[config.mk]
export PLATFORM = sky130hd
export DESIGN_NAME = matrix_mac_engine_flat
export DESIGN_NICKNAME = d
export VERILOG_FILES = /design/src/rtl/matrix_mac_engine_if.sv /design/src/rtl/matrix_mac_engine.sv /design/src/flat_wrapper.sv
export SDC_FILE = /design/constraint.sdc
export NUM_CORES = 2
export LEC_CHECK = 0
export CAP_MARGIN = 10
export CORE_MARGIN = 2
export CORE_UTILIZATION = 46
export CTS_CLUSTER_SIZE = 40
export DETAILED_ROUTE_END_ITERATION = 16
export PLACE_DENSITY = 0.73
export SYNTH_ARGS = -nofsm -noshare
export SYNTH_HDL_FRONTEND = slang
export SYNTH_SLANG_ARGS = --single-unit
[constraint.sdc]
create_clock -name CLOCK_25 -period 9.7 [get_ports CLOCK_25]
set_input_delay 0.97 -clock CLOCK_25 [delete_from_list [all_inputs] [get_ports CLOCK_25]]
set_output_delay 0.97 -clock CLOCK_25 [all_outputs]
set_load 0.01 [all_outputs]
[src/rtl/matrix_mac_engine_if.sv]
// Peripheral-bus bundle for the matrix MAC engine.
// The CPU side drives data/address/we; the engine returns read data and done.
interface matrix_mac_engine_if;
    logic [31:0] data;
    logic [12:0] address;
    logic        we;
    logic [31:0] o_data_rdt;
    logic        o_done;

    modport master (
        output data, address, we,
        input  o_data_rdt, o_done
    );

    modport slave (
        input  data, address, we,
        output o_data_rdt, o_done
    );
endinterface

[src/rtl/matrix_mac_engine.sv]
// Memory-mapped C = A x B engine with LANES parallel MAC columns.
// Optional MATRIX_SAT_EN: saturate stored results and flag it in STATUS bit3.
module matrix_mac_engine #(
    parameter int DATA_W  = 16,
    parameter int ROW_MAX = 8,
    parameter int COL_MAX = 8,
    parameter int LANES   = 2
) (
    input logic                CLOCK_25,
    input logic                RESET_N,
    matrix_mac_engine_if.slave bus
);

    localparam int ACC_W = 2 * DATA_W + 5;
    localparam int RI_W  = (ROW_MAX > 1) ? $clog2(ROW_MAX) : 1;
    localparam int CI_W  = (COL_MAX > 1) ? $clog2(COL_MAX) : 1;
    localparam int RD    = 1 << RI_W;
    localparam int CD    = 1 << CI_W;

    typedef enum logic [1:0] {
        S_IDLE,
        S_MAC,
        S_STORE,
        S_DONE
    } state_t;

    state_t state_q, state_d;
    logic [7:0] m_q, m_d, k_q, k_d, n_q, n_d;
    logic [7:0] i_q, i_d, j_q, j_d, t_q, t_d;
    logic busy_q, busy_d, done_q, done_d;
    logic error_q, error_d, sat_q, sat_d;
    logic [31:0] rdt_q, rdt_d;
    logic signed [ACC_W-1:0] acc_q [LANES];
    logic signed [ACC_W-1:0] acc_d [LANES];

    logic signed [DATA_W-1:0] a_mem [RD][CD];
    logic signed [DATA_W-1:0] b_mem [CD][CD];
    logic signed [DATA_W-1:0] c_mem [RD][CD];

    logic [2:0] region;
    logic [4:0] row, col;
    logic row_ok_a, row_ok_b, col_ok;
    logic wr_ctrl, wr_a, wr_b, size_bad;
    logic unused_data;

    logic [7:0]               lane_col [LANES];
    logic                     lane_en  [LANES];
    logic signed [2*DATA_W-1:0] prod   [LANES];
    logic signed [DATA_W-1:0] res      [LANES];
    logic                     lane_sat [LANES];
    logic                     sat_any;

    function automatic logic [31:0] sext(input logic signed [DATA_W-1:0] v);
        return 32'(v);
    endfunction

    assign region   = bus.address[12:10];
    assign row      = bus.address[9:5];
    assign col      = bus.address[4:0];
    assign row_ok_a = {1'b0, row} < 6'(ROW_MAX);
    assign row_ok_b = {1'b0, row} < 6'(COL_MAX);
    assign col_ok   = {1'b0, col} < 6'(COL_MAX);

    assign wr_ctrl = bus.we && !busy_q && region == 3'd0;
    assign wr_a = bus.we && !busy_q && region == 3'd1 && row_ok_a && col_ok;
    assign wr_b = bus.we && !busy_q && region == 3'd2 && row_ok_b && col_ok;

    assign size_bad = bus.data[7:0] == 8'd0 || bus.data[15:8] == 8'd0 ||
                      bus.data[23:16] == 8'd0 ||
                      bus.data[7:0] > 8'(ROW_MAX) ||
                      bus.data[15:8] > 8'(COL_MAX) ||
                      bus.data[23:16] > 8'(COL_MAX);

    assign unused_data = ^bus.data[30:24];

`ifdef MATRIX_SAT_EN
    localparam logic signed [ACC_W-1:0] SMAX =
        {{(ACC_W-DATA_W+1){1'b0}}, {(DATA_W-1){1'b1}}};
    localparam logic signed [ACC_W-1:0] SMIN =
        {{(ACC_W-DATA_W+1){1'b1}}, {(DATA_W-1){1'b0}}};
`endif

    // One product per lane: A[i][t] is shared, B column offsets by lane.
    always_comb begin
        sat_any = 1'b0;
        for (int l = 0; l < LANES; l++) begin
            lane_col[l] = j_q + 8'(l);
            lane_en[l]  = lane_col[l] < n_q && lane_col[l] < 8'(COL_MAX);
            prod[l] = a_mem[i_q[RI_W-1:0]][t_q[CI_W-1:0]] *
                      b_mem[t_q[CI_W-1:0]][lane_col[l][CI_W-1:0]];
`ifdef MATRIX_SAT_EN
            lane_sat[l] = 1'b1;
            if (acc_q[l] > SMAX) begin
                res[l] = SMAX[DATA_W-1:0];
            end else if (acc_q[l] < SMIN) begin
                res[l] = SMIN[DATA_W-1:0];
            end else begin
                res[l] = acc_q[l][DATA_W-1:0];
                lane_sat[l] = 1'b0;
            end
`else
            res[l] = acc_q[l][DATA_W-1:0];
            lane_sat[l] = 1'b0;
`endif
            if (lane_sat[l] && lane_en[l]) begin
                sat_any = 1'b1;
            end
        end
    end

    always_comb begin
        state_d = state_q;
        m_d = m_q;
        k_d = k_q;
        n_d = n_q;
        i_d = i_q;
        j_d = j_q;
        t_d = t_q;
        busy_d = busy_q;
        done_d = done_q;
        error_d = error_q;
        sat_d = sat_q;
        acc_d = acc_q;
        unique case (state_q)
            S_IDLE: begin
                if (wr_ctrl) begin
                    m_d = bus.data[7:0];
                    k_d = bus.data[15:8];
                    n_d = bus.data[23:16];
                    error_d = 1'b0;
                    if (bus.data[31]) begin
                        done_d = 1'b0;
                        if (size_bad) begin
                            error_d = 1'b1;
                        end else begin
                            busy_d = 1'b1;
                            sat_d = 1'b0;
                            i_d = '0;
                            j_d = '0;
                            t_d = '0;
                            for (int l = 0; l < LANES; l++) acc_d[l] = '0;
                            state_d = S_MAC;
                        end
                    end
                end
            end
            S_MAC: begin
                for (int l = 0; l < LANES; l++) begin
                    acc_d[l] = acc_q[l] +
                        {{5{prod[l][2*DATA_W-1]}}, prod[l]};
                end
                if (t_q == k_q - 8'd1) begin
                    t_d = '0;
                    state_d = S_STORE;
                end else begin
                    t_d = t_q + 8'd1;
                end
            end
            S_STORE: begin
                sat_d = sat_q | sat_any;
                for (int l = 0; l < LANES; l++) acc_d[l] = '0;
                state_d = S_MAC;
                if (j_q + 8'(LANES) >= n_q) begin
                    j_d = '0;
                    i_d = i_q + 8'd1;
                    if (i_q + 8'd1 == m_q) begin
                        state_d = S_DONE;
                    end
                end else begin
                    j_d = j_q + 8'(LANES);
                end
            end
            S_DONE: begin
                busy_d = 1'b0;
                done_d = 1'b1;
                state_d = S_IDLE;
            end
            default: state_d = S_IDLE;
        endcase
    end

    // C reads are bounded by the latched run size, not just storage size.
    always_comb begin
        rdt_d = '0;
        case (region)
            3'd1: if (row_ok_a && col_ok)
                rdt_d = sext(a_mem[row[RI_W-1:0]][col[CI_W-1:0]]);
            3'd2: if (row_ok_b && col_ok)
                rdt_d = sext(b_mem[row[CI_W-1:0]][col[CI_W-1:0]]);
            3'd3: if (row_ok_a && col_ok &&
                      {3'b0, row} < m_q && {3'b0, col} < n_q)
                rdt_d = sext(c_mem[row[RI_W-1:0]][col[CI_W-1:0]]);
            3'd4: rdt_d = {28'd0, sat_q, error_q, busy_q, done_q};
            default: rdt_d = '0;
        endcase
    end

    always_ff @(posedge CLOCK_25) begin
        if (wr_a) begin
            a_mem[row[RI_W-1:0]][col[CI_W-1:0]] <= bus.data[DATA_W-1:0];
        end
        if (wr_b) begin
            b_mem[row[CI_W-1:0]][col[CI_W-1:0]] <= bus.data[DATA_W-1:0];
        end
        if (state_q == S_STORE) begin
            for (int l = 0; l < LANES; l++) begin
                if (lane_en[l]) begin
                    c_mem[i_q[RI_W-1:0]][lane_col[l][CI_W-1:0]] <= res[l];
                end
            end
        end
    end

    always_ff @(posedge CLOCK_25 or negedge RESET_N) begin
        if (!RESET_N) begin
            state_q <= S_IDLE;
            m_q <= '0;
            k_q <= '0;
            n_q <= '0;
            i_q <= '0;
            j_q <= '0;
            t_q <= '0;
            busy_q <= 1'b0;
            done_q <= 1'b0;
            error_q <= 1'b0;
            sat_q <= 1'b0;
            rdt_q <= '0;
            for (int l = 0; l < LANES; l++) acc_q[l] <= '0;
        end else begin
            state_q <= state_d;
            m_q <= m_d;
            k_q <= k_d;
            n_q <= n_d;
            i_q <= i_d;
            j_q <= j_d;
            t_q <= t_d;
            busy_q <= busy_d;
            done_q <= done_d;
            error_q <= error_d;
            sat_q <= sat_d;
            rdt_q <= rdt_d;
            for (int l = 0; l < LANES; l++) acc_q[l] <= acc_d[l];
        end
    end

    assign bus.o_data_rdt = rdt_q;
    assign bus.o_done = done_q;

endmodule

[src/flat_wrapper.sv]
// flat-port wrapper written by rule: the top's interface ports become plain ports
module matrix_mac_engine_flat 
#(
    parameter int DATA_W  = 16,
    parameter int ROW_MAX = 8,
    parameter int COL_MAX = 8,
    parameter int LANES   = 2
)
  (CLOCK_25, RESET_N, bus_data, bus_address, bus_we, bus_o_data_rdt, bus_o_done);
  matrix_mac_engine_if bus_i ();
  input logic CLOCK_25;
  input logic RESET_N;
  input wire logic [$bits(bus_i.data)-1:0] bus_data;
  input wire logic [$bits(bus_i.address)-1:0] bus_address;
  input wire logic [$bits(bus_i.we)-1:0] bus_we;
  output wire logic [$bits(bus_i.o_data_rdt)-1:0] bus_o_data_rdt;
  output wire logic [$bits(bus_i.o_done)-1:0] bus_o_done;
  assign bus_i.data = bus_data;
  assign bus_i.address = bus_address;
  assign bus_i.we = bus_we;
  assign bus_o_data_rdt = bus_i.o_data_rdt;
  assign bus_o_done = bus_i.o_done;
  matrix_mac_engine #(.DATA_W(DATA_W), .ROW_MAX(ROW_MAX), .COL_MAX(COL_MAX), .LANES(LANES)) u_core (.CLOCK_25(CLOCK_25), .RESET_N(RESET_N), .bus(bus_i));
endmodule
# Word-level counts from Yosys, hierarchy flattened
# Memories as Yosys holds them, arrays and structs flattened.
# Cells that the tools add are included.
# totals
reg_bits	159
ramBits	3072
input_bits	48
wordCells	424
mem_count	3
# classes
add_sub_neg	7
mul	2
magnitude_cmp	19
eq_ne	14
n_mux	195
bitwise	132
n_reduce_logical	39
# memory_table
memory	words	width	rd	rd_clocked_by_memory_dff	wr	line_no	source
u_core.a_mem	8	128	2	0	1	matrix_mac_engine.sv:36	logic signed [DATA_W-1:0] a_mem [RD][CD];
u_core.b_mem	8	128	2	0	1	matrix_mac_engine.sv:37	logic signed [DATA_W-1:0] b_mem [CD][CD];
u_core.c_mem	8	128	1	0	1	matrix_mac_engine.sv:38	logic signed [DATA_W-1:0] c_mem [RD][CD];
# ops
op	count
two-way mux 128 bit	4
binary-select mux 16 bit (select 3 bit)	6
two-way mux 16 bit	15
two-way mux 74 bit	3
one-hot mux 74 bit (3 select lines)	1
demux 16 bit (select 3 bit)	3
two-way mux 1 bit	141
bitwise OR 1 bit	128
one-hot mux 32 bit (4 select lines)	1
two-way mux 32 bit	3
adder 37 bit	2
multiplier 16 x 16 -> 32 bit	2
two-way mux 8 bit	6
one-hot mux 8 bit (2 select lines)	3
adder 8 x 1 -> 8 bit (second input constant)	3
> comparator 8 x 4 -> 1 bit (second input constant)	3
zero test 8 bit	3
AND reduction 4 bit	5
equality test 8 bit	2
>= comparator 4 bit (second input constant)	4
logical AND 1 bit	16
< comparator 5 x 8 -> 1 bit	2
< comparator 8 x 4 -> 1 bit (second input constant)	2
< comparator 8 bit	2
other kinds (25)	48

# Longest topological paths before layout
# depth
word_depth	10
mapped_depth	44
ltp_nobuf	35

# Worst setup path after synthesis
# Ideal clock, no wire load.
# synth_timing
path_kind	register to register
from	reg u_core.i_q[1]
to	reg u_core.acc_q[52] (netlist name)
setup_time_ns	0.121
t_arrival_ns	7.985
t_required_ns	9.579
slack_ns	1.594
path_stages_with_launch	36
path_buffers	9
period_less_slack_ns	8.106
cell_sequence	dfrtp_1 > buf_6 > buf_8 > buf_6 > buf_6 > buf_6 > buf_6 > buf_4 > buf_2 > mux2_2 > a221oi_1 > o21ai_0 > a31oi_1 > and3_1 > buf_1 > nor2_1 > fa_1 > inv_1 > fa_1 > fa_1 > inv_1 > fa_1 > inv_1 > fa_1 > inv_1 > fa_1 > xor2_1 > xnor2_1 > xnor2_1 > xnor2_1 > xnor3_1 > xnor3_1 > xnor3_1 > xnor2_1 > xnor2_1 > a22o_1
# synth_between
elab_chain_len	7
# synth_rtl
item	line_no	source
start, declared	matrix_mac_engine.sv:29	logic [7:0] i_q, i_d, j_q, j_d, t_q, t_d;
start signal, assigned	matrix_mac_engine.sv:234	i_q <= i_d;
memory (8 x 128 bit)	--	
binary-select mux 16 bit (select 3 bit)	matrix_mac_engine.sv:89	prod[l] = a_mem[i_q[RI_W-1:0]][t_q[CI_W-1:0]] *
two-way mux 16 bit (implied by the code) (2 in series)	matrix_mac_engine.sv:89	
multiplier 16 x 16 -> 32 bit	matrix_mac_engine.sv:89	
adder 37 bit	matrix_mac_engine.sv:149	acc_d[l] = acc_q[l] +
one-hot mux 74 bit (3 select lines)	matrix_mac_engine.sv:124	unique case (state_q)
end, declared	matrix_mac_engine.sv:33	logic signed [ACC_W-1:0] acc_q [LANES];
# Every way passes these cells. The select of a mux whose other input is x is not followed.
# A chain may end at the register's enable or synchronous reset.

# Worst setup path in the final report
# layout_timing
from	reg u_core.i_q[0]
to	reg u_core.acc_q[15] (netlist name)
# The elaborated chain is that of the path after synthesis.

==> results.toml <==
[global_route]
global_route.usage.met3_pct = 12.5
overflow = 0
grt_use_total_pct = 32.4
grt_pass1_vias = 95261
antenna_found_initial = 46
gr-max-usage-layer = "met2"
grt_util_met2_pct = 47.5
grt_pass1_wl_um = 728000
use_met1_pct = 40.2
grt_max_degree = 99

[timing]
maxSlewHeadroom_pct = -1.24
finalCriticalPeriod_ns = 9.37
finalSetupTns_ns = 0
rsz0062_at_grt = "no"
finalWorstSetupSlack_ns = 0.326
final-setup-viol-count = 0
max_freq_mhz = 107
final-hold-violation-count = 0
worstMarginPinSlew_ns = 1.50
clock_skew_ns = 0.0981
maxSlewViolCount = 2
finalCritPeriodShare_pct = 96.6

[finish]
fillCellCount = 24391
final_util_pct = 52.0
multiInputGateArea_um2 = 43600
areaGrowthSynthToFinish_pct = 12.7
seq_area_um2 = 94800
final_common_cell = "edfxtp_1"
final_cell_mix = "edfxtp_1, a22oi_1, buf_4"
drive_gt1_share_pct = 18.1
nets = 9788
stdcell_count = 13784

[place]
hpwl_um = 327000
pre_cts_ws_ns = 0.561
gp_congestion = 1.01
numPortBuffers = 73
dpl.cell_count = 13185

[setup_path]
worst-setup-path-type = "register to register"
cp_max_fo = 34
max_stage_delay_ns = 1.19
arrival_ns = 10.13
crit_path_end = "u_core.acc_q[15]"
crit_start = "u_core.i_q[0]"
endpoint_kind = "register"
r2r_cells = 33
worstPathRequired_ns = 10.46
cp_slowest_cell = "nor2_1"
cp_common_cell = "inv_1"
worst-r2r-setup-slack_ns = 0.33
r2r_end = "u_core.acc_q[15]"
startpoint_type = "register"
reg2reg_from = "u_core.i_q[0]"

[cts]
cts_tree = "done"
cts_hold_buf = 0
cts.htree.levels = 5
cts-buffers-inserted = 320
path_clk_slew_ns = 0.06
root_buffer = "clkbuf_16"
cts_sinks = 3172
insertion_delay_ns = 0.94
clockBufferDepth = 4

[route]
drtAntennaViolNets = 0
drt_iter0_markers = 19793
avgViaCountPerCell = 7.20
wirelength_um = 525000
drtPass1Iterations = 9
wl_per_cell_um = 38.1
drcViolationCount = 0
via_count = 99302

[floorplan]
fp-row-count = 204
core-area_um2 = 308000
die_x_um = 560
fp.dieH_um = 560
dieArea_um2 = 314000
ios = 81
start_util_pct = 46.2

[logic_synthesis]
synth_cells = 9148
postSynth.asyncResetShare_pct = 3.15
syn_area_per_cell_um2 = 15.6
synth_edf_count = 3072
syn_nets = 9544
syn_area_um2 = 142000
synth_seq_cells = 3172
synth_ff_type = "edfxtp_1"
ys_warn_count = 0
synth-seq-area-share_pct = 66.6
ys_types = 81

[pwr]
peakVddDrop_uv = 156
powerDensity_nw_per_um2 = 189
power_w = 0.0303
leakagePower_nw = 51.3

[run_status]
status = "complete, but fails checks"
violations = "max-capacitance violations, max-slew violations"

[run]
maxCapViolations = 2

[hold_path]
hp-class = "input port to async pin"
## power breakdown
part           internal [W]  leakage [nW]  switching (W)
Sequential           0.0156          28.7       0.000264
Clock               0.00691          4.94        0.00533
Combinational      0.000587          17.6        0.00161
## Yosys cell counts (27+ instances only)
cell type  number  area share, %
nor3_1         46           0.16
buf_4          66           0.35
xor2_1         28           0.17
o22a_1         29           0.18
buf_2          76           0.27
mux2_2        178            1.4
a221oi_1      323            2.0
nand2_1       317           0.84
o21ai_0       168           0.59
nor2_1        413            1.1
nor4_1        166           0.73
mux2i_1       111           0.78
xnor2_1        75           0.46
clkbuf_1      424            1.1
a22oi_1       638            3.4
fa_1          160            2.3
a41oi_1        27           0.17
inv_1         329           0.87
a22o_1        263            1.6
a221o_1        30           0.21
mux4_2        389            6.2
a21oi_1       181           0.64
ha_1          188            1.7
a31oi_1       253            1.1
o22ai_1       499            2.2
o221ai_1       47           0.29
edfxtp_1     3072             65
nand2b_1       52           0.23
buf_1         106           0.28
dfrtp_1       100            1.8
## sequential cells by signal (all words and copies together) (netlist names), 2 cells and up
name,cells
u_core.a_mem,1024
u_core.b_mem,1024
u_core.c_mem,1024
u_core.acc_q,32
u_core.bus.o_data_rdt,16
u_core.i_q,8
u_core.k_q,8
u_core.m_q,8
u_core.n_q,8
u_core.t_q,8
u_core.j_q,7
u_core.state_q,2
## cells by family (layout without fill, tap and decap cells)
logic type	count (synthesis)	in the layout	share of synthesized area, %
AOI/OAI and AO/OA	2635	2635	13.4
xor gates and xnor gates	113	113	0.793
adders and majority gates	348	348	3.90
buffers and inverters	1027	1518	3.07
DFF	3172	3172	66.6
muxes	680	680	8.38
other	0	25	0
and+or+nand+nor	1173	1173	3.89
## critical path, delay by kind of cell (launching register included)
| kind | cells | cell delay [ns] |
|---|---|---|
| adders and majority gates | 8 | 2.93 |
| DFF | 1 | 0.72 |
| xor gates and xnor gates | 1 | 0.15 |
| AOI/OAI and AO/OA | 12 | 2.77 |
| buffers and inverters | 8 | 1.05 |
| and+or+nand+nor | 4 | 1.53 |
## worst min path at each step
stage | cells after the start | to | from | slack (ns)
after floorplan | 1 | u_core.i_q[7] | u_core.i_q[7] | 0.47
after global placement | 1 | u_core.i_q[7] | u_core.i_q[7] | 0.49
after detailed placement | 1 | u_core.i_q[7] | u_core.i_q[7] | 0.50
after CTS | 1 | u_core.bus.o_data_rdt[1] | RESET_N | 0.18
after global routing | 1 | u_core.bus.o_data_rdt[2] | RESET_N | 0.19
final | 1 | u_core.bus.o_data_rdt[2] | RESET_N | 0.15
## cell type report
class / instances / area share [%]
antenna: 25 / 0.0390
multi-input combinational: 4949 / 27.2
timing repair buffer: 616 / 3.36
inverter: 333 / 0.782
tap: 4120 / 3.21
clock inverter: 173 / 1.05
clock buffer: 396 / 5.27
sequential: 3172 / 59.1
## routing by layer
layer	up-vias	share of wire, %
li1	38075	-
met5	-	0.044
met2	9787	43
met4	34	7.9
met3	1980	16
met1	49426	32
## metrics by stage
stage	area, µm²	hold WS, ns
2_1_floorplan	142000	0.467
3_3_place_gp	150000	0.494
3_5_place_dp	150000	0.497
4_1_cts	160000	0.183
5_1_grt	160000	0.194
6_report	160000	0.155
## repair_timing
action                     in CTS  in global routing
buffers inserted                0                  0
setup endpoints to repair       0                  2
hold endpoints to repair        0                  0
gates resized for setup         0                  1
Note: power is estimated with default switching activity, not from simulation.
